### src/rtl/pipe_hazard_ctrl.sv
// Hazard and sequencing controller for the 5-stage core: drives the pipeline register
// stall/flush controls and the execute forwarding muxes, plus a data-memory watchdog.
module pipe_hazard_ctrl #(
  parameter int RESET_FLUSH_CYCLES = 4,
  parameter int DMEM_TIMEOUT       = 255
) (
  input  logic        clk,
  input  logic        rst_n,
  input  logic [4:0]  rs1_d,
  input  logic [4:0]  rs2_d,
  input  logic [1:0]  rs_used_d,
  input  logic [4:0]  rs1_e,
  input  logic [4:0]  rs2_e,
  input  logic [4:0]  wa_e,
  input  logic        regfile_we_e,
  input  logic        load_e,
  input  logic [4:0]  wa_m,
  input  logic        regfile_we_m,
  input  logic [4:0]  wa_w,
  input  logic        regfile_we_w,
  input  logic        redirect_e,
  input  logic        dmem_req_m,
  input  logic        dmem_ready,
  output logic        stall_f,
  output logic        stall_d,
  output logic        stall_e,
  output logic        stall_m,
  output logic        flush_d,
  output logic        flush_e,
  output logic        flush_m,
  output logic        flush_w,
  output logic [1:0]  fwd_a_e,
  output logic [1:0]  fwd_b_e,
  output logic        dmem_timeout,
  output logic [31:0] stall_count
);

  localparam int FC_W = (RESET_FLUSH_CYCLES > 1) ? $clog2(RESET_FLUSH_CYCLES) : 1;
  localparam int WC_W = $clog2(DMEM_TIMEOUT + 1);
  localparam logic [FC_W-1:0] FLUSH_INIT = FC_W'(RESET_FLUSH_CYCLES - 1);
  localparam logic [WC_W-1:0] WAIT_LAST  = WC_W'(DMEM_TIMEOUT - 1);

  typedef enum logic [1:0] {RSTFLUSH, RUN, MEM_WAIT, FAULT} state_t;

  state_t          state;
  logic [FC_W-1:0] flush_cnt;
  logic [WC_W-1:0] wait_cnt;
  logic            mw;
  logic            load_use;

  assign mw = dmem_req_m & ~dmem_ready;
  assign load_use = load_e & regfile_we_e & (wa_e != 5'd0) &
                    ((rs_used_d[0] & (wa_e == rs1_d)) | (rs_used_d[1] & (wa_e == rs2_d)));

  always_comb begin
    stall_f = 1'b0;
    stall_d = 1'b0;
    stall_e = 1'b0;
    stall_m = 1'b0;
    flush_d = 1'b0;
    flush_e = 1'b0;
    flush_m = 1'b0;
    flush_w = 1'b0;
    case (state)
      RSTFLUSH: begin
        stall_f = 1'b1;
        flush_d = 1'b1;
        flush_e = 1'b1;
        flush_m = 1'b1;
        flush_w = 1'b1;
      end
      RUN: begin
        if (mw) begin
          stall_f = 1'b1;
          stall_d = 1'b1;
          stall_e = 1'b1;
          stall_m = 1'b1;
          flush_w = 1'b1;
        end else if (redirect_e) begin
          flush_d = 1'b1;
          flush_e = 1'b1;
        end else if (load_use) begin
          stall_f = 1'b1;
          stall_d = 1'b1;
          flush_e = 1'b1;
        end
      end
      MEM_WAIT: begin
        if (!dmem_ready) begin
          stall_f = 1'b1;
          stall_d = 1'b1;
          stall_e = 1'b1;
          stall_m = 1'b1;
          flush_w = 1'b1;
        end
      end
      FAULT: begin
        stall_f = 1'b1;
        stall_d = 1'b1;
        stall_e = 1'b1;
        stall_m = 1'b1;
      end
      default: ;
    endcase
  end

  // M has priority over W because it holds the younger result; x0 is never forwarded
  always_comb begin
    fwd_a_e = 2'b00;
    fwd_b_e = 2'b00;
    if (regfile_we_m && wa_m != 5'd0 && wa_m == rs1_e)      fwd_a_e = 2'b10;
    else if (regfile_we_w && wa_w != 5'd0 && wa_w == rs1_e) fwd_a_e = 2'b01;
    if (regfile_we_m && wa_m != 5'd0 && wa_m == rs2_e)      fwd_b_e = 2'b10;
    else if (regfile_we_w && wa_w != 5'd0 && wa_w == rs2_e) fwd_b_e = 2'b01;
  end

  assign dmem_timeout = (state == FAULT);

  // wait_cnt counts consecutive unready cycles including the first one seen in RUN
  always_ff @(posedge clk or negedge rst_n) begin
    if (!rst_n) begin
      state       <= RSTFLUSH;
      flush_cnt   <= FLUSH_INIT;
      wait_cnt    <= '0;
      stall_count <= '0;
    end else begin
      if ((state == RUN || state == MEM_WAIT) && stall_f && stall_count != 32'hFFFF_FFFF)
        stall_count <= stall_count + 32'd1;
      case (state)
        RSTFLUSH: begin
          if (flush_cnt == '0) state <= RUN;
          else                 flush_cnt <= flush_cnt - FC_W'(1);
        end
        RUN: begin
          if (mw) begin
            if (DMEM_TIMEOUT == 1) begin
              state <= FAULT;
            end else begin
              state    <= MEM_WAIT;
              wait_cnt <= WC_W'(1);
            end
          end
        end
        MEM_WAIT: begin
          if (dmem_ready) begin
            state    <= RUN;
            wait_cnt <= '0;
          end else if (wait_cnt == WAIT_LAST) begin
            state    <= FAULT;
            wait_cnt <= '0;
          end else begin
            wait_cnt <= wait_cnt + WC_W'(1);
          end
        end
        default: ;
      endcase
    end
  end

endmodule

### config.mk
export PLATFORM = sky130hd
export DESIGN_NAME = pipe_hazard_ctrl
export DESIGN_NICKNAME = d
export VERILOG_FILES = /design/src/rtl/pipe_hazard_ctrl.sv
export SDC_FILE = /design/constraint.sdc
export NUM_CORES = 1
export LEC_CHECK = 0
export CAP_MARGIN = 20
export CORE_ASPECT_RATIO = 0.8
export CORE_MARGIN = 1.5
export CORE_UTILIZATION = 50
export DETAILED_ROUTE_END_ITERATION = 10
export MAX_ROUTING_LAYER = met4
export PLACE_DENSITY = 0.87
export SYNTH_ARGS = -nofsm -noshare
export SYNTH_HDL_FRONTEND = slang
export SYNTH_SLANG_ARGS = --single-unit
### constraint.sdc
create_clock -name clk -period 6.7 [get_ports clk]
set_input_delay 2.01 -clock clk [delete_from_list [all_inputs] [get_ports clk]]
set_output_delay 2.01 -clock clk [all_outputs]
set_load 0.05 [all_outputs]
== Word-level counts from Yosys, hierarchy flattened ==
Cells that the tools add are included.
Word-level totals
  register bits: 44
  logic and storage cells: 79
Cells by class
  muxes and demuxes: 29
  equality and inequality tests: 14
  add/subtract/negate cells: 3
  reduce and logical (&&, ||, !) cells: 20
  bitwise gates (word level): 9
Operators by type and width (count)
  $add 32x1->32 const B: 1
  $ne 32x32->1 const B: 1
  $eq 5x5->1: 6
  $mux 8: 3
  $pmux 8 s2: 1
  $reduce_bool 5->1: 3
  $mux 1: 12
  $mux 2: 6
  $pmux 1 s3: 4
  $add 8x1->8 const B: 1
  $eq 8x8->1 const B: 1
  $logic_and 1x1->1: 8
  $and 1x1->1: 6
  $pmux 2 s3: 1
  $eq 2x2->1 const B: 2
  $logic_not 2->1: 2
  $ne 2x2->1 const B: 2
  $pmux 1 s2: 2
  $reduce_and 2->1: 2
  $reduce_and 4->1: 1
  $ne 3x2->1 const B: 1
  $reduce_bool 3->1: 1
  $eq 2x1->1 const B: 1
  $not 1->1: 2
  5 further kinds: 5

== Depth between registers and ports, before layout ==
Gate-level depths: netlist of run 1.
  depth after elaboration: 10
  mapped depth: 10
  mapped depth without buffers: 7

== Worst setup path before layout of run 1 ==
OpenSTA, ideal clock, no wires.
  path type: input to output
  start: in wa_m[1]
  end: out fwd_a_e[0]
  slack: 0.103 ns
  buffers on the path: 0
  arrival: 4.587 ns
  stages on the path: 4
  cells stage by stage: or4_1 -> o21ai_0 -> nor4_1 -> nor4_1
On the way
  cells in the longest elaborated chain, start to end: 4
RTL lines
  start: declaration: line 17  | input logic [4:0] wa_m,
  $reduce_bool 5->1: line 111  | if (regfile_we_m && wa_m != 5'd0 && wa_m == rs1_e) fwd_a_e = 2'b10;
  $logic_and 1x1->1: line 111
  $logic_and 1x1->1 (*): line 111
  $mux 2 (*): line 111
  end: declaration: line 32  | output logic [1:0] fwd_a_e,
Mark *: on every way between the ends. The rest lies on a longest branch, timed or not.

== Worst setup path in the final report of run 1 ==
  start: in wa_e[2]
  end: out stall_f
On the way
  cells in the longest elaborated chain, start to end: 8
RTL lines
  start: declaration: line 14  | input logic [4:0] wa_e,
  $eq 5x5->1: line 53  | ((rs_used_d[0] & (wa_e == rs1_d)) | (rs_used_d[1] & (wa_e == rs2_d)));
  $and 1x1->1: line 53
  $or 1x1->1: line 53
  $and 1x1->1 (*): line 52  | assign load_use = load_e & regfile_we_e & (wa_e != 5'd0) &
  $mux 1 (*): line 82  | end else if (load_use) begin
  $mux 1 (*): line 79  | end else if (redirect_e) begin
  $mux 1 (*): line 73  | if (mw) begin
  $pmux 1 s3 (*): line 64  | case (state)
  end: declaration: line 24  | output logic stall_f,
Marked as above.

==> run_results.csv, run 1 <==
group,metric,value,unit
detailed_routing,vias,2536,
synthesis,synth_async_sr_flop_share,100.0,%
critical_path,end_kind,"output pin",
sta,finalSetupTns,0,ns
synthesis,syn-instance-count,299,
cts,cts_setup_buffers,0,
global_route,overflow,0,
synthesis,syn-cell-area,2803,um2
power_and_ir_drop,power.density,242.3,nW/um2
final_layout,synthToLayoutAreaGrowth,37.95,%
detailed_routing,routed_wl,6920,um
synthesis,synth_edf_count,0,
power_and_ir_drop,swShare,42.93,%
power_and_ir_drop,switchingPower,0.4021,mW
synthesis,ys_ff_latch,44,
cts,clk_pin_slew,0.08,ns
final_layout,antenna_cells,0,
global_route,antenna_found_initial,0,
synthesis,syn-num-nets,354,
final_layout,final_cells,468,
power_and_ir_drop,leakagePower,1.531,nW
sta,clock_skew,0.005184,ns
global_route,grt_pass1_wl,11230,um
placed_design,gp_congestion,0.8467,
critical_path,path_max_fanout,3,
final_layout,drive_gt1_share,4.615,%
cts,cts_resized,0,
synthesis,ys.flop_type,"dfrtp_1",
synthesis,yosysWarnings,0,
sta,setup_slack,0.4786,ns
final_layout,final_nets,444,
sta,setup_viol,0,
placed_design,port_buffers,90,
power_and_ir_drop,ir_worst_vdd,0.0001971,V
outcome,status,"finished, final reports clean",
cts,worstSkewPairLatency,0.30,ns
global_route,grt_pass1_vias,2519,
critical_path,cp_slowest_cell,"clkdlybuf4s50_1",
sta,fmax,160.7,MHz
sta,max_slew_margin,36.90,%
synthesis,synthXorXnorAreaFrac,18.75,%
synthesis,synth-simple-area-share,26.16,%
sta,finalCriticalPeriod,6.221,ns
placed_design,dp_cells,459,
cts,cts_root_buf,"clkbuf_8",
final_layout,fillCellCount,399,
final_layout,fin_util,71.13,%
min_path,hp-class,"flip-flop to flip-flop",
synthesis,synth_top_area_share,37.50,%
power_and_ir_drop,power.total,0.9366,mW
global_route,grt_max_degree,45,
global_route,track_usage,24.07,%
die,ios,91,
die,core_area,5435,um2
die,die_w,86.71,um
critical_path,path_cells,"clkdlybuf4s50_1 -> xnor2_1 -> nand4_1 -> o22ai_1 -> a31oi_1 -> a21oi_1 -> clkdlybuf4s50_1",
detailed_routing,vias_per_cell,5.419,
run,cap_violations,0,
critical_path,crit_arrival,4.21,ns
cts,ctsHoldBuffers,0,
synthesis,postSynthAreaPerCell,9.374,um2
die,die_area,6066,um2
sta,slew_violations,0,
power_and_ir_drop,p_clk_share,18.3,%
sta,tightest_slew,0.9465,ns
sta,finalHoldWorstSlack,0.4728,ns
synthesis,ys_top_cells_by_area,"dfrtp_1 38%, xnor2_1 13%, xor2_1 5.3%",
power_and_ir_drop,p_int,0.5346,mW
placed_design,placed_cell_area,3761,um2
cts,h-tree-depth,2,
critical_path,critPathRequiredTime,4.69,ns
detailed_routing,wl_per_cell,14.79,um
critical_path,critPathKind,"input port to output pin",
synthesis,synth_top_family_by_area,"simple AND/OR/NAND/NOR gates",
critical_path,crit_top_cell,"clkdlybuf4s50_1",
detailed_routing,first_iter_violations,119,
critical_path,cpPeakStageDelay,0.82,ns
detailed_routing,drc,0,
sta,post-route-period-util,92.86,%
power_and_ir_drop,p_comb_share,48.3,%
cts,numCtsBuffers,5,
die,fp-row-count,24,
critical_path,cp-start-kind,"input port",
sta,rsz0062_at_grt,"false",
cts,clock-sinks,44,
placed_design,dpl.hpwl,5299,um
die,die_h,69.97,um
synthesis,yosysTopAreaCell,"dfrtp_1",
synthesis,synth_mux_area_share,1.563,%
final_layout,design_area,3866,um2
placed_design,place_ws,0.5029,ns
detailed_routing,ant_nets,0,
cts,tritoncts,"done",
synthesis,synth_seq_area_share,39.37,%
detailed_routing,dr.pass1.iters,4,
die,initial_utilization,51.57,%
power_and_ir_drop,seqPwrFrac,33.4,%
synthesis,synthAdderAreaFrac,4.018,%
sta,hold_violations,0,
synthesis,synth_cell_type_count,44,
cts,ctsLongestPathBuffers,2,
synthesis,synth_compound_area_share,7.634,%
## synth_stat cells (2+ instances only)
| cell | instances |
|---|---|
| xnor2_1 | 43 |
| dfrtp_1 | 42 |
| nand2_1 | 31 |
| nor2_1 | 21 |
| nand3_1 | 18 |
| xor2_1 | 17 |
| o21ai_0 | 14 |
| nand4_1 | 13 |
| ha_1 | 9 |
| inv_1 | 8 |
| nor4_1 | 8 |
| and3_1 | 6 |
| a21oi_1 | 5 |
| and4_1 | 4 |
| clkbuf_1 | 4 |
| nand4b_1 | 4 |
| nor2b_1 | 4 |
| o31ai_1 | 4 |
| or4_1 | 4 |
| and2_1 | 3 |
| nand2b_1 | 3 |
| nor3_1 | 3 |
| o21ai_1 | 3 |
| buf_2 | 2 |
| buf_4 | 2 |
| dfstp_2 | 2 |
| mux2_1 | 2 |
| nor4b_1 | 2 |
| o21bai_1 | 2 |
| o41ai_1 | 2 |
## per-layer routing
metal / part of all wire, % / wire, um / up-vias / track usage, %
met5: 0 / 0 / - / -
li1: - / - / 1241 / -
met4: 1.0 / 71 / 0 / 8.065
met1: 45 / 3106 / 1230 / 29.62
met2: 51 / 3504 / 57 / 40.28
met3: 3.4 / 238 / 8 / 3.901
## logic make-up after synthesis
family,after synthesis
and+or+nand+nor,131
xor gates and xnor gates,60
DFF,44
AOI/OAI and AO/OA,35
buffers and inverters,16
adders and majority gates,9
muxes,4
## worst paths after layout
path	startpoint	endpoint	slack (ns)	depth (start not counted)
worst max-delay path	wa_e[2]	stall_f	0.48	7
worst min-delay path	wait_cnt[3]	wait_cnt[3]	0.47	1
worst max register to register	stall_count[0]	stall_count[11]	4.10	7
worst min register to register	wait_cnt[3]	wait_cnt[3]	0.47	1
max in group asynchronous	rst_n	stall_count[7]	4.26	1
min in group asynchronous	rst_n	stall_count[20]	1.85	1
## state kept, by name, indices dropped and copies added, names as in the netlist
| name | count |
|---|---|
| stall_count | 32 |
| wait_cnt | 8 |
| flush_cnt | 2 |
| state | 2 |
## cell usage in the layout (no fill, tap or decap), types with 8 or more instances in the layout
cell type,synthesis,layout
ha_1,9,9
nand3_1,18,18
clkdlybuf4s50_1,0,86
dfrtp_1,42,42
nand2_1,31,31
inv_1,8,8
nand4_1,13,13
nor4_1,8,8
xor2_1,17,17
xnor2_1,43,43
o21ai_0,14,14
nor2_1,21,21
## area by class of cell
cell class,instances,area (um2),area share (%)
inverters,8,30.03,0.7767
multi-input cells,239,1629,42.14
repair buffers,91,915.9,23.69
flip-flops and latches,44,1104,28.54
well taps,78,97.59,2.524
clock buffers,8,90.09,2.330
## worst max-delay path, delay by kind of cell
kind                   cells  cell delay (ns)
AND/OR/NAND/NOR            1             0.12
XOR/XNOR                   1             0.15
AO/OA/AOI/OAI              3             0.57
buffers and inverters      2             1.36
## power by group through the flow
stage	logic (mW)	clock network (mW)	registers, mW
5_1_grt	0.481	0.186	0.317
3_3_place_gp	0.438	0	0.316
6_report	0.452	0.172	0.313
2_1_floorplan	0.259	0	0.347
3_5_place_dp	0.449	0	0.318
4_1_cts	0.451	0.176	0.313
Note: power is estimated with default switching activity, not from simulation.
==> inputs of run 2 (changes only) <==
Settings changed: HOLD_SLACK_MARGIN from default to 0.1, PLACE_DENSITY 0.87 to 0.86.
==> run 2 against run 1 <==
Compared with the run above:
- via count up 0.63%
- clock skew up 0.0021 ns
- worst setup slack worse by 0.039 ns
- register-to-register slack about the same
- global-route usage up 0.23 points
- sequential share of layout area down 0.17 points
- maximum frequency down 0.63%
- clock power up 26%
- wire length down 1.7%
- critical endpoint unchanged
- die area unchanged
==> run_results.csv, run 2 (same netlist as run 1, synthesis figures left out) <==
group,metric,value,unit
die,die_h,69.97,um
cts,ctsHoldBuffers,0,
global_route,overflow,0,
critical_path,crit_family,"buffers and inverters",
detailed_routing,first_iter_violations,134,
detailed_routing,drc,0,
sta,finalSetupTns,0,ns
power_and_ir_drop,switchingPower,0.4056,mW
critical_path,cpPeakStageDelay,0.83,ns
sta,post-route-period-util,93.44,%
power_and_ir_drop,power.total,0.9757,mW
placed_design,dpl.hpwl,5212,um
final_layout,layout_commonest_cell,"clkdlybuf4s50_1",
power_and_ir_drop,seqPwrFrac,31.9,%
detailed_routing,wl_met2,3329,um
global_route,grt_pass1_wl,11540,um
sta,setup_viol,0,
sta,max_slew_margin,36.43,%
detailed_routing,vias_per_cell,5.453,
placed_design,gp_congestion,0.8565,
die,core_area,5435,um2
die,die_area,6066,um2
detailed_routing,routed_wl,6803,um
final_layout,largest_register_ffs,32,
sta,slew_violations,0,
cts,cts_setup_buffers,0,
outcome,status,"finished, final reports clean",
sta,fmax,159.7,MHz
critical_path,critPathKind,"input port to output pin",
cts,clock-sinks,44,
detailed_routing,highest_layer,"met4",
critical_path,crit_arrival,4.25,ns
cts,clk_pin_slew,0.09,ns
detailed_routing,vias,2552,
run,cap_violations,0,
critical_path,end_kind,"output pin",
cts,worstSkewPairLatency,0.31,ns
global_route,track_usage,24.30,%
final_layout,reg_top3,"stall_count x32, wait_cnt x8",
detailed_routing,dr.pass1.iters,4,
sta,finalCriticalPeriod,6.261,ns
power_and_ir_drop,ir_worst_vdd,0.0002296,V
detailed_routing,wl_per_cell,14.54,um
power_and_ir_drop,p_int,0.5701,mW
final_layout,antenna_cells,0,
cts,ctsLongestPathBuffers,2,
detailed_routing,ant_nets,0,
power_and_ir_drop,leakagePower,1.545,nW
final_layout,final_nets,444,
cts,tritoncts,"done",
power_and_ir_drop,p_comb_share,45.8,%
cts,numCtsBuffers,5,
final_layout,final_cell_mix,"86 x clkdlybuf4s50_1, 43 x xnor2_1, 42 x dfrtp_1",
power_and_ir_drop,swShare,41.57,%
power_and_ir_drop,power.density,250.8,nW/um2
die,die_w,86.71,um
die,initial_utilization,51.57,%
detailed_routing,wl_met3,227,um
critical_path,critPathBufInv,2,
detailed_routing,met1_length,3066,um
critical_path,cp-start-kind,"input port",
sta,tightest_slew,0.9535,ns
critical_path,crit_top_cell,"clkdlybuf4s50_1",
sta,hold_violations,0,
critical_path,path_cells,"clkdlybuf4s50_1 -> xnor2_1 -> nand4_1 -> o22ai_1 -> a31oi_1 -> a21oi_1 -> clkdlybuf4s50_1",
final_layout,synthToLayoutAreaGrowth,38.79,%
final_layout,regMostFlops,"stall_count",
final_layout,drive_gt1_share,5.128,%
power_and_ir_drop,p_clk_share,22.2,%
critical_path,cp_slowest_cell,"clkdlybuf4s50_1",
min_path,hp-class,"flip-flop to flip-flop",
die,ios,91,
cts,h-tree-depth,2,
global_route,antenna_found_initial,0,
global_route,grt_max_degree,45,
critical_path,critPathRequiredTime,4.69,ns
critical_path,path_max_fanout,3,
die,fp-row-count,24,
global_route,grt_pass1_vias,2548,
cts,cts_root_buf,"clkbuf_8",
sta,clock_skew,0.007276,ns
cts,cts_resized,0,
placed_design,port_buffers,90,
sta,rsz0062_at_grt,"false",
==> run 2: cell count changes in the layout (fill, tap and decap cells not counted) <==
cell       before  now
bufinv_16       0    1
buf_4           2    3
clkinv_4        0    1
clkbuf_1        2    0
buf_8           1    0
==> run 2: power by group through the flow <==
stage / clock network, mW / logic (mW) / registers [mW]
4_1_cts: 0.219 / 0.449 / 0.312
3_3_place_gp: 0 / 0.441 / 0.316
3_5_place_dp: 0 / 0.446 / 0.317
6_report: 0.217 / 0.447 / 0.312
5_1_grt: 0.230 / 0.477 / 0.316
2_1_floorplan: 0 / 0.259 / 0.347
==> run 2: path summary, 6_finish.rpt <==
| path | from | end | slack, ns | depth (start not counted) |
|---|---|---|---|---|
| worst max-delay path | wa_e[2] | stall_f | 0.44 | 7 |
| worst min-delay path | wait_cnt[3] | wait_cnt[3] | 0.48 | 1 |
| worst max register to register | stall_count[0] | stall_count[11] | 4.10 | 7 |
| worst min register to register | wait_cnt[3] | wait_cnt[3] | 0.48 | 1 |
| max in group asynchronous | rst_n | stall_count[11] | 4.26 | 1 |
| min in group asynchronous | rst_n | stall_count[18] | 1.85 | 1 |
==> run 2: metal layers <==
metal / up-vias / track usage [%]
li1: 1241 / -
met1: 1221 / 30.59
met2: 73 / 38.89
met3: 17 / 3.901
met4: 0 / 10.22
met5: - / -
==> run 2: cell type report <==
class,count,area [um2]
Clock buffer,6,82.58
Multi-Input combinational cell,239,1629
Inverter,8,30.03
Fill cell,414,1545
Sequential cell,44,1104
Timing Repair Buffer,91,908.4
Tap cell,78,97.59
Clock inverter,2,38.79
==> run 2: through the flow <==
step                instance area, um2  utilization, %  hold slack [ns]  cells  worst slack [ns]
floorplan                         2803               -           0.4375    299            0.1029
global route                      3890           71.57           0.5093    468            0.3526
detailed placement                3769           69.34           0.4693    460            0.4364
global placement                  3769           69.34           0.4590    460            0.5789
CTS                               3890           71.57           0.4827    468            0.4206
finish                            3890           71.57           0.4801    468            0.4395
==> inputs of run 3 (changes only) <==
Settings changed: CORE_UTILIZATION 50 to 52, CTS_BUF_LIST from default to sky130_fd_sc_hd__clkbuf_4 sky130_fd_sc_hd__clkbuf_8, PLACE_DENSITY 0.86 to 0.89.
==> run 3 against run 2 <==
Compared with the run above:
- the run now ends with design-rule violations left
- final cell count fell by 3.4%
- hold slack improved by 0.0013 ns
- cell area fell by 0.93%
- sequential power barely moved
- clock skew rose by 0.0065 ns
==> run_results.csv, run 3 (same netlist as run 1, synthesis figures left out) <==
group,metric,value,unit
min_path,hp-class,"flip-flop to flip-flop",
final_layout,layout_commonest_cell,"clkdlybuf4s50_1",
detailed_routing,wl_per_cell,16.09,um
sta,setup_viol,0,
die,initial_utilization,55.02,%
final_layout,synthToLayoutAreaGrowth,37.50,%
sta,max_slew_margin,34.89,%
detailed_routing,drc,3,
final_layout,final_cell_mix,"86 x clkdlybuf4s50_1, 43 x xnor2_1, 42 x dfrtp_1",
sta,rsz0062_at_grt,"false",
sta,clock_skew,0.01377,ns
detailed_routing,routed_wl,7273,um
global_route,track_usage,26.25,%
sta,hold_violations,0,
outcome,status,"finished, violations left",
cts,cts_root_buf,"clkbuf_8",
cts,ctsLongestPathBuffers,2,
critical_path,crit_arrival,4.27,ns
detailed_routing,dr.pass1.iters,8,
global_route,grt_pass1_vias,2548,
cts,cts_resized,0,
cts,numCtsBuffers,5,
power_and_ir_drop,power.total,0.9512,mW
cts,cts_setup_buffers,0,
power_and_ir_drop,ir_worst_vdd,0.0002337,V
critical_path,critPathKind,"input port to output pin",
global_route,antenna_found_initial,0,
final_layout,reg_top3,"stall_count x32, wait_cnt x8",
critical_path,end_kind,"output pin",
critical_path,cp-start-kind,"input port",
run,cap_violations,0,
die,ios,91,
sta,tightest_slew,0.9767,ns
cts,clk_pin_slew,0.09,ns
sta,setup_slack,0.4240,ns
detailed_routing,first_iter_violations,161,
cts,ctsHoldBuffers,0,
sta,post-route-period-util,93.67,%
final_layout,drive_gt1_share,5.128,%
global_route,grt_pass1_wl,11740,um
cts,worstSkewPairLatency,0.31,ns
power_and_ir_drop,power.density,246.8,nW/um2
die,die_h,68.67,um
sta,slew_violations,0,
die,fp-row-count,23,
placed_design,dpl.hpwl,5441,um
placed_design,gp_congestion,0.8515,
sta,finalHoldWorstSlack,0.4814,ns
sta,fmax,159.3,MHz
detailed_routing,ant_nets,0,
global_route,overflow,0,
cts,tritoncts,"done",
placed_design,dp_cells,443,
global_route,grt_max_degree,45,
final_layout,antenna_cells,0,
final_layout,final_cells,452,
placed_design,place_ws,0.4626,ns
placed_design,port_buffers,90,
detailed_routing,vias_per_cell,5.743,
die,core_area,5094,um2
outcome,failed_checks,"design-rule violations",
final_layout,regMostFlops,"stall_count",
detailed_routing,vias,2596,
die,die_area,5842,um2
sta,finalSetupTns,0,ns
power_and_ir_drop,leakagePower,1.533,nW
cts,clock-sinks,44,
final_layout,largest_register_ffs,32,
die,die_w,85.08,um
sta,finalCriticalPeriod,6.276,ns
final_layout,final_nets,444,
critical_path,critPathRequiredTime,4.69,ns
cts,h-tree-depth,2,
critical_path,path_max_fanout,3,
-- run 3: cell count changes in the layout (fill, tap and decap cells not counted), sizes merged --
cell / previous run / this run
bufinv: 1 / 0
clkinvlp: 0 / 1
clkbuf: 6 / 7
clkinv: 1 / 0
-- run 3: worst max-delay path: stages --
cell and delay, ns:
clkdlybuf4s50_1 0.56, xnor2_1 0.16, nand4_1 0.14, o22ai_1 0.28
nand2_1 0.13, or4b_2 0.62, o21ai_0 0.17, buf_12 0.19
-- run 3: final timing paths --
kind                                startpoint              end  slack (ns)  cells after the start
worst max-delay path                   wa_e[3]          stall_d        0.42                      8
worst min register to register     wait_cnt[3]      wait_cnt[3]        0.48                      1
worst max register to register  stall_count[0]  stall_count[29]        4.01                      7
worst min-delay path               wait_cnt[3]      wait_cnt[3]        0.48                      1
max in group asynchronous                rst_n   stall_count[5]        4.24                      1
min in group asynchronous                rst_n      wait_cnt[3]        1.85                      1
-- run 3: layout make-up --
class | instances | area (um2)
Fill cell | 356 | 1240
Sequential cell | 44 | 1104
Multi-Input combinational cell | 239 | 1629
Timing Repair Buffer | 91 | 915.9
Inverter | 8 | 30.03
Tap cell | 62 | 77.57
Clock buffer | 7 | 90.09
Clock inverter | 1 | 7.507
-- run 3: through the flow --
| stage | area [um2] | util, % |
|---|---|---|
| finish | 3854 | 75.66 |
| global placement | 3741 | 73.45 |
| global route | 3854 | 75.66 |
| floorplan | 2803 | - |
| detailed placement | 3741 | 73.45 |
| CTS | 3839 | 75.36 |
-- run 3: per-layer routing --
metal | track usage, % | share of wire (%) | up-vias
met2 | 45.73 | 51 | 89
met5 | - | 0 | -
li1 | - | - | 1248
met4 | 8.811 | 1.5 | 0
met1 | 31.42 | 43 | 1248
met3 | 4.762 | 4.6 | 11
-- run 3: power breakdown --
part	internal [mW]	switching, mW	leakage (nW)	total [mW]
Combinational	0.165	0.291	0.890	0.455
Clock	0.0879	0.0952	0.0479	0.183
Sequential	0.286	0.0272	0.595	0.313
==> variant 1: new RTL, flow settings as in run 2 <==
`DMEM_TIMEOUT`: 255 -> 510.
--- a/src/rtl/pipe_hazard_ctrl.sv
+++ b/src/rtl/pipe_hazard_ctrl.sv
@@ -3,5 +3,5 @@
 module pipe_hazard_ctrl #(
   parameter int RESET_FLUSH_CYCLES = 4,
-  parameter int DMEM_TIMEOUT       = 255
+  parameter int DMEM_TIMEOUT       = 510
 ) (
   input  logic        clk,
Check against the original RTL: no difference found for any inputs over 10 cycles, from zero or initial values and one cycle with rst_n low; that may be too few to reach the edited logic, so the function may still have changed.
==> variant 1 against run 2 <==
- area after synthesis decreased by 1.8%
- design area shrank 3.1%
- combinational power is 2% higher
- non-clock buffer count grew 1
- setup slack worse by 0.14 ns
- count of clock-buffer cells in the layout is the same
- sequential cell count grew 1
- routed wire length down 5.2%
- register-to-register slack worse by 0.11 ns
- total power fell by 3.9%
- critical endpoint is now stall_d
- largest power group unchanged
==> variant 1: results (changes against run 2) <==
OUTCOME
----------------------------------------------------------------------------------
Result of the run                                                        completed   unchanged

LOGIC SYNTHESIS
----------------------------------------------------------------------------------
Adder-cell area share of the yosys netlist                                  4.091%   was 4.018%
Leading cell types by total area after synthesis                      sky130_fd_sc_hd__dfrtp_1, sky130_fd_sc_hd__xor2_1, sky130_fd_sc_hd__xnor2_1, sky130_fd_sc_hd__ha_1, sky130_fd_sc_hd__nor2_1   was sky130_fd_sc_hd__dfrtp_1, sky130_fd_sc_hd__xnor2_1, sky130_fd_sc_hd__xor2_1, sky130_fd_sc_hd__nand2_1, sky130_fd_sc_hd__ha_1
Number of distinct library cells after synthesis                                43   was 44
Mean Syn Cell Area                                                      9.525 um^2   was 9.374 um^2
Net count after synthesis                                                      344   was 354
Sequential-to-total area share from yosys stat                              41.00%   was 39.37%
Synthesized-area fraction occupied by xor and xnor cells                    19.73%   was 18.75%

GRT
----------------------------------------------------------------------------------
GR Layer Usage met1                                                         31.78%   was 30.59%
Maximum number of pins on one net before global-route repair                    46   was 45
Aggregate global-route resource usage                                       23.42%   was 24.30%
Wire length of the first global-routing pass                              11030 um   was 11540 um
Vias in the first global route                                                2380   was 2548
Global-route met3 utilization                                               3.810%   was 3.901%

PLACE
----------------------------------------------------------------------------------
Total instance count after detailed placement                                  435   was 460
Dpl ws                                                                   0.2956 ns   was 0.4364 ns
Post-place instance area                                              0.003680 mm^2   was 0.003769 mm^2
Half-perimeter wire length after placement                                 5092 um   was 5212 um

DETAILED ROUTING
----------------------------------------------------------------------------------
Post-Route WL                                                              6452 um   was 6803 um
Vias/cell                                                                    5.383   was 5.453
Detailed-routing wirelength on met1                                        3062 um   was 3066 um
Average routed wire per standard cell                                     14.53 um   was 14.54 um
First-iteration detailed-routing DRC count                                     128   was 134

POWER
----------------------------------------------------------------------------------
Worst-case vdd ir drop                                                   0.1485 mV   was 0.2296 mV

CELLS AND AREA
----------------------------------------------------------------------------------
Top Registers                                                         stall_count (32), wait_cnt (9)   was stall_count (32), wait_cnt (8)
Share of final-layout standard cells stronger than drive strength 1         6.021%   was 5.128%

CRITICAL PATH
----------------------------------------------------------------------------------
Worst setup path endpoint                                                  stall_d   was stall_f
Launching element of the worst setup path                                  wa_e[1]   was wa_e[2]
Critical R2R Launch                                                       state[1]   was stall_count[0]
Setup slack, reg-to-reg                                                    3.99 ns   was 4.10 ns
Highest cell delay on the worst timing path                                0.70 ns   was 0.83 ns

TIMING
----------------------------------------------------------------------------------
Final setup skew                                                        0.01192 ns   was 0.007276 ns
Remaining max-slew budget at the tightest pin                               36.06%   was 36.43%
Worst Hold Margin                                                        0.4888 ns   was 0.4801 ns

HOLD PATH
----------------------------------------------------------------------------------
Startpoint of the tightest hold check path                            stall_count[21]   was wait_cnt[3]

## variant 1: cell count changes after synthesis, moves of 3 or more
cell,run 2,this run
sky130_fd_sc_hd__nor2_1,21,24
sky130_fd_sc_hd__nand2_1,31,19
sky130_fd_sc_hd__nand4b_1,4,1
sky130_fd_sc_hd__nor3_1,3,9
sky130_fd_sc_hd__xnor2_1,43,28
sky130_fd_sc_hd__nand3_2,0,3
sky130_fd_sc_hd__xor2_1,17,34
## variant 1: power breakdown
part | internal, uW | leakage [uW] | switching, uW
sequential | 293 | 0.000605 | 29.0
combinational | 166 | 0.000909 | 289
clock | 72.4 | 0.0000450 | 88.0
total | 531 | 0.00156 | 407
## variant 1: layout make-up
| cell class | count | area (um^2) |
|---|---|---|
| clock buffers | 6 | 72.57 |
| well taps | 62 | 77.57 |
| repair buffers | 92 | 903.4 |
| clock inverters | 2 | 10.01 |
| fillers | 382 | 1381 |
| flip-flops and latches | 45 | 1129 |
| inverters | 8 | 30.03 |
| multi-input cells | 229 | 1548 |
==> variant 2: new RTL, config.mk and constraints of run 2 <==
Made on the original files. Register the output `dmem_timeout`; this adds one clock of latency there. The other outputs are not delayed to match.
--- a/src/rtl/pipe_hazard_ctrl.sv
+++ b/src/rtl/pipe_hazard_ctrl.sv
@@ -115,5 +115,7 @@
   end
 
-  assign dmem_timeout = (state == FAULT);
+  always_ff @(posedge clk) begin
+    dmem_timeout <= (state == FAULT);
+  end
 
   // wait_cnt counts consecutive unready cycles including the first one seen in RUN
Function: same outputs for any inputs over 10 cycles, from zero or initial values and one cycle with rst_n low; that may be too few to reach the edited logic, so the function may still have changed.
==> variant 2 against run 2 <==
- fmax fell by 3.6%
- count of clock-buffer cells in the layout rose by 1
- design area rose by 0.58%
- sequential cell count rose by 1
- global-route usage rose by 0.42 points
- area after synthesis rose by 0.89%
- routed wire length rose by 3.7%
- setup slack got worse by 0.23 ns
- total power rose by 1.4%
- critical endpoint is now stall_d
==> variant 2: results (changes against run 2) <==
CELLS AND AREA
----------------------------------------------------------------------------------------
Count of nets after finishing                                                        449   was 444
Fraction of the core area covered by cells at the end of the flow                 71.59%   was 71.57%

DETAILED ROUTING
----------------------------------------------------------------------------------------
Average routed wire per standard cell                                           14.91 um   was 14.54 um
First-iteration detailed-routing DRC count                                           128   was 134
Vias/cell                                                                          5.419   was 5.453
Post-Route WL                                                                    7053 um   was 6803 um

PLACE
----------------------------------------------------------------------------------------
Half-perimeter wire length after placement                                       5273 um   was 5212 um
Post-place instance area                                                    0.003819 mm^2   was 0.003769 mm^2
Dpl ws                                                                         0.2215 ns   was 0.4364 ns

LOGIC SYNTHESIS
----------------------------------------------------------------------------------------
Multiplexer area fraction after synthesis                                         1.150%   was 1.563%
Most common library cells after synthesis                                   sky130_fd_sc_hd__xor2_1, sky130_fd_sc_hd__dfrtp_1, sky130_fd_sc_hd__nor2_1   was sky130_fd_sc_hd__xnor2_1, sky130_fd_sc_hd__dfrtp_1, sky130_fd_sc_hd__nand2_1
Adder-cell area share of the yosys netlist                                        3.982%   was 4.018%
Net count after synthesis                                                            356   was 354
Mean Syn Cell Area                                                            9.394 um^2   was 9.374 um^2
Fraction of registers with async set/reset                                        97.78%   was 100.0%
Synth Area in Compound Gates                                                      8.805%   was 7.634%

CRITICAL PATH
----------------------------------------------------------------------------------------
Arrival time at the worst endpoint                                               4.48 ns   was 4.25 ns
Critical path fanouts, max                                                             4   was 3
Category of cells accounting for the largest share of critical-path delay   simple AND/OR/NAND/NOR gates   was buffers and inverters
Highest cell delay on the worst timing path                                      0.49 ns   was 0.83 ns

TIMING
----------------------------------------------------------------------------------------
Remaining max-slew budget at the tightest pin                                     35.38%   was 36.43%
Final setup skew                                                              0.01477 ns   was 0.007276 ns

GRT
----------------------------------------------------------------------------------------
Wire length of the first global-routing pass                                    11830 um   was 11540 um
Aggregate global-route resource usage                                             24.72%   was 24.30%

POWER
----------------------------------------------------------------------------------------
Leakage                                                                      0.001702 uW   was 0.001545 uW
Worst-case vdd ir drop                                                         0.2266 mV   was 0.2296 mV

OUTCOME
----------------------------------------------------------------------------------------
Result of the run                                                              completed   unchanged

[variant 2: changes by cell type after synthesis, sizes merged, moves of 4 or more]
| cell | change |
|---|---|
| o21ai | +4 |
| and4 | +4 |
| nand2 | -6 |
| nor3 | +12 |
| clkbuf | -4 |
| nand4 | -7 |
| nor2 | +5 |
| xnor2 | -30 |
| xor2 | +31 |
[variant 2: final cells by class]
cell class,instances,share of cell area (%)
multi-input cells,243,41.99
clock buffers,7,2.207
flip-flops and latches,45,28.72
well taps,78,2.494
inverters,9,0.8634
repair buffers,90,23.54
clock inverters,1,0.1919
[variant 2: routing by layer]
layer | part of all wire (%) | GRT usage [%] | up-vias
li1 | - | - | 1256
met1 | 48 | 33.72 | 1216
met2 | 45 | 37.64 | 77
met5 | 0 | - | -
met4 | 1.9 | 8.423 | 0
met3 | 4.8 | 3.901 | 14
[variant 2: power by group]
group / leakage [uW] / internal, uW / total (uW) / switching [uW]
Clock: 0.0000445 / 84.0 / 180 / 96.3
Combinational: 0.00105 / 185 / 487 / 302
Sequential: 0.000604 / 293 / 322 / 29.4
[variant 2: final timing paths]
check | start | cells after the start | to | slack [ns]
max | wa_e[0] | 8 | stall_d | 0.21
min | flush_cnt[1] | 2 | flush_cnt[1] | 0.49
max reg2reg | state[0] | 7 | stall_count[1] | 4.22
min reg2reg | flush_cnt[1] | 2 | flush_cnt[1] | 0.49
max in group asynchronous | rst_n | 1 | state[1] | 4.24
min in group asynchronous | rst_n | 1 | stall_count[20] | 1.85
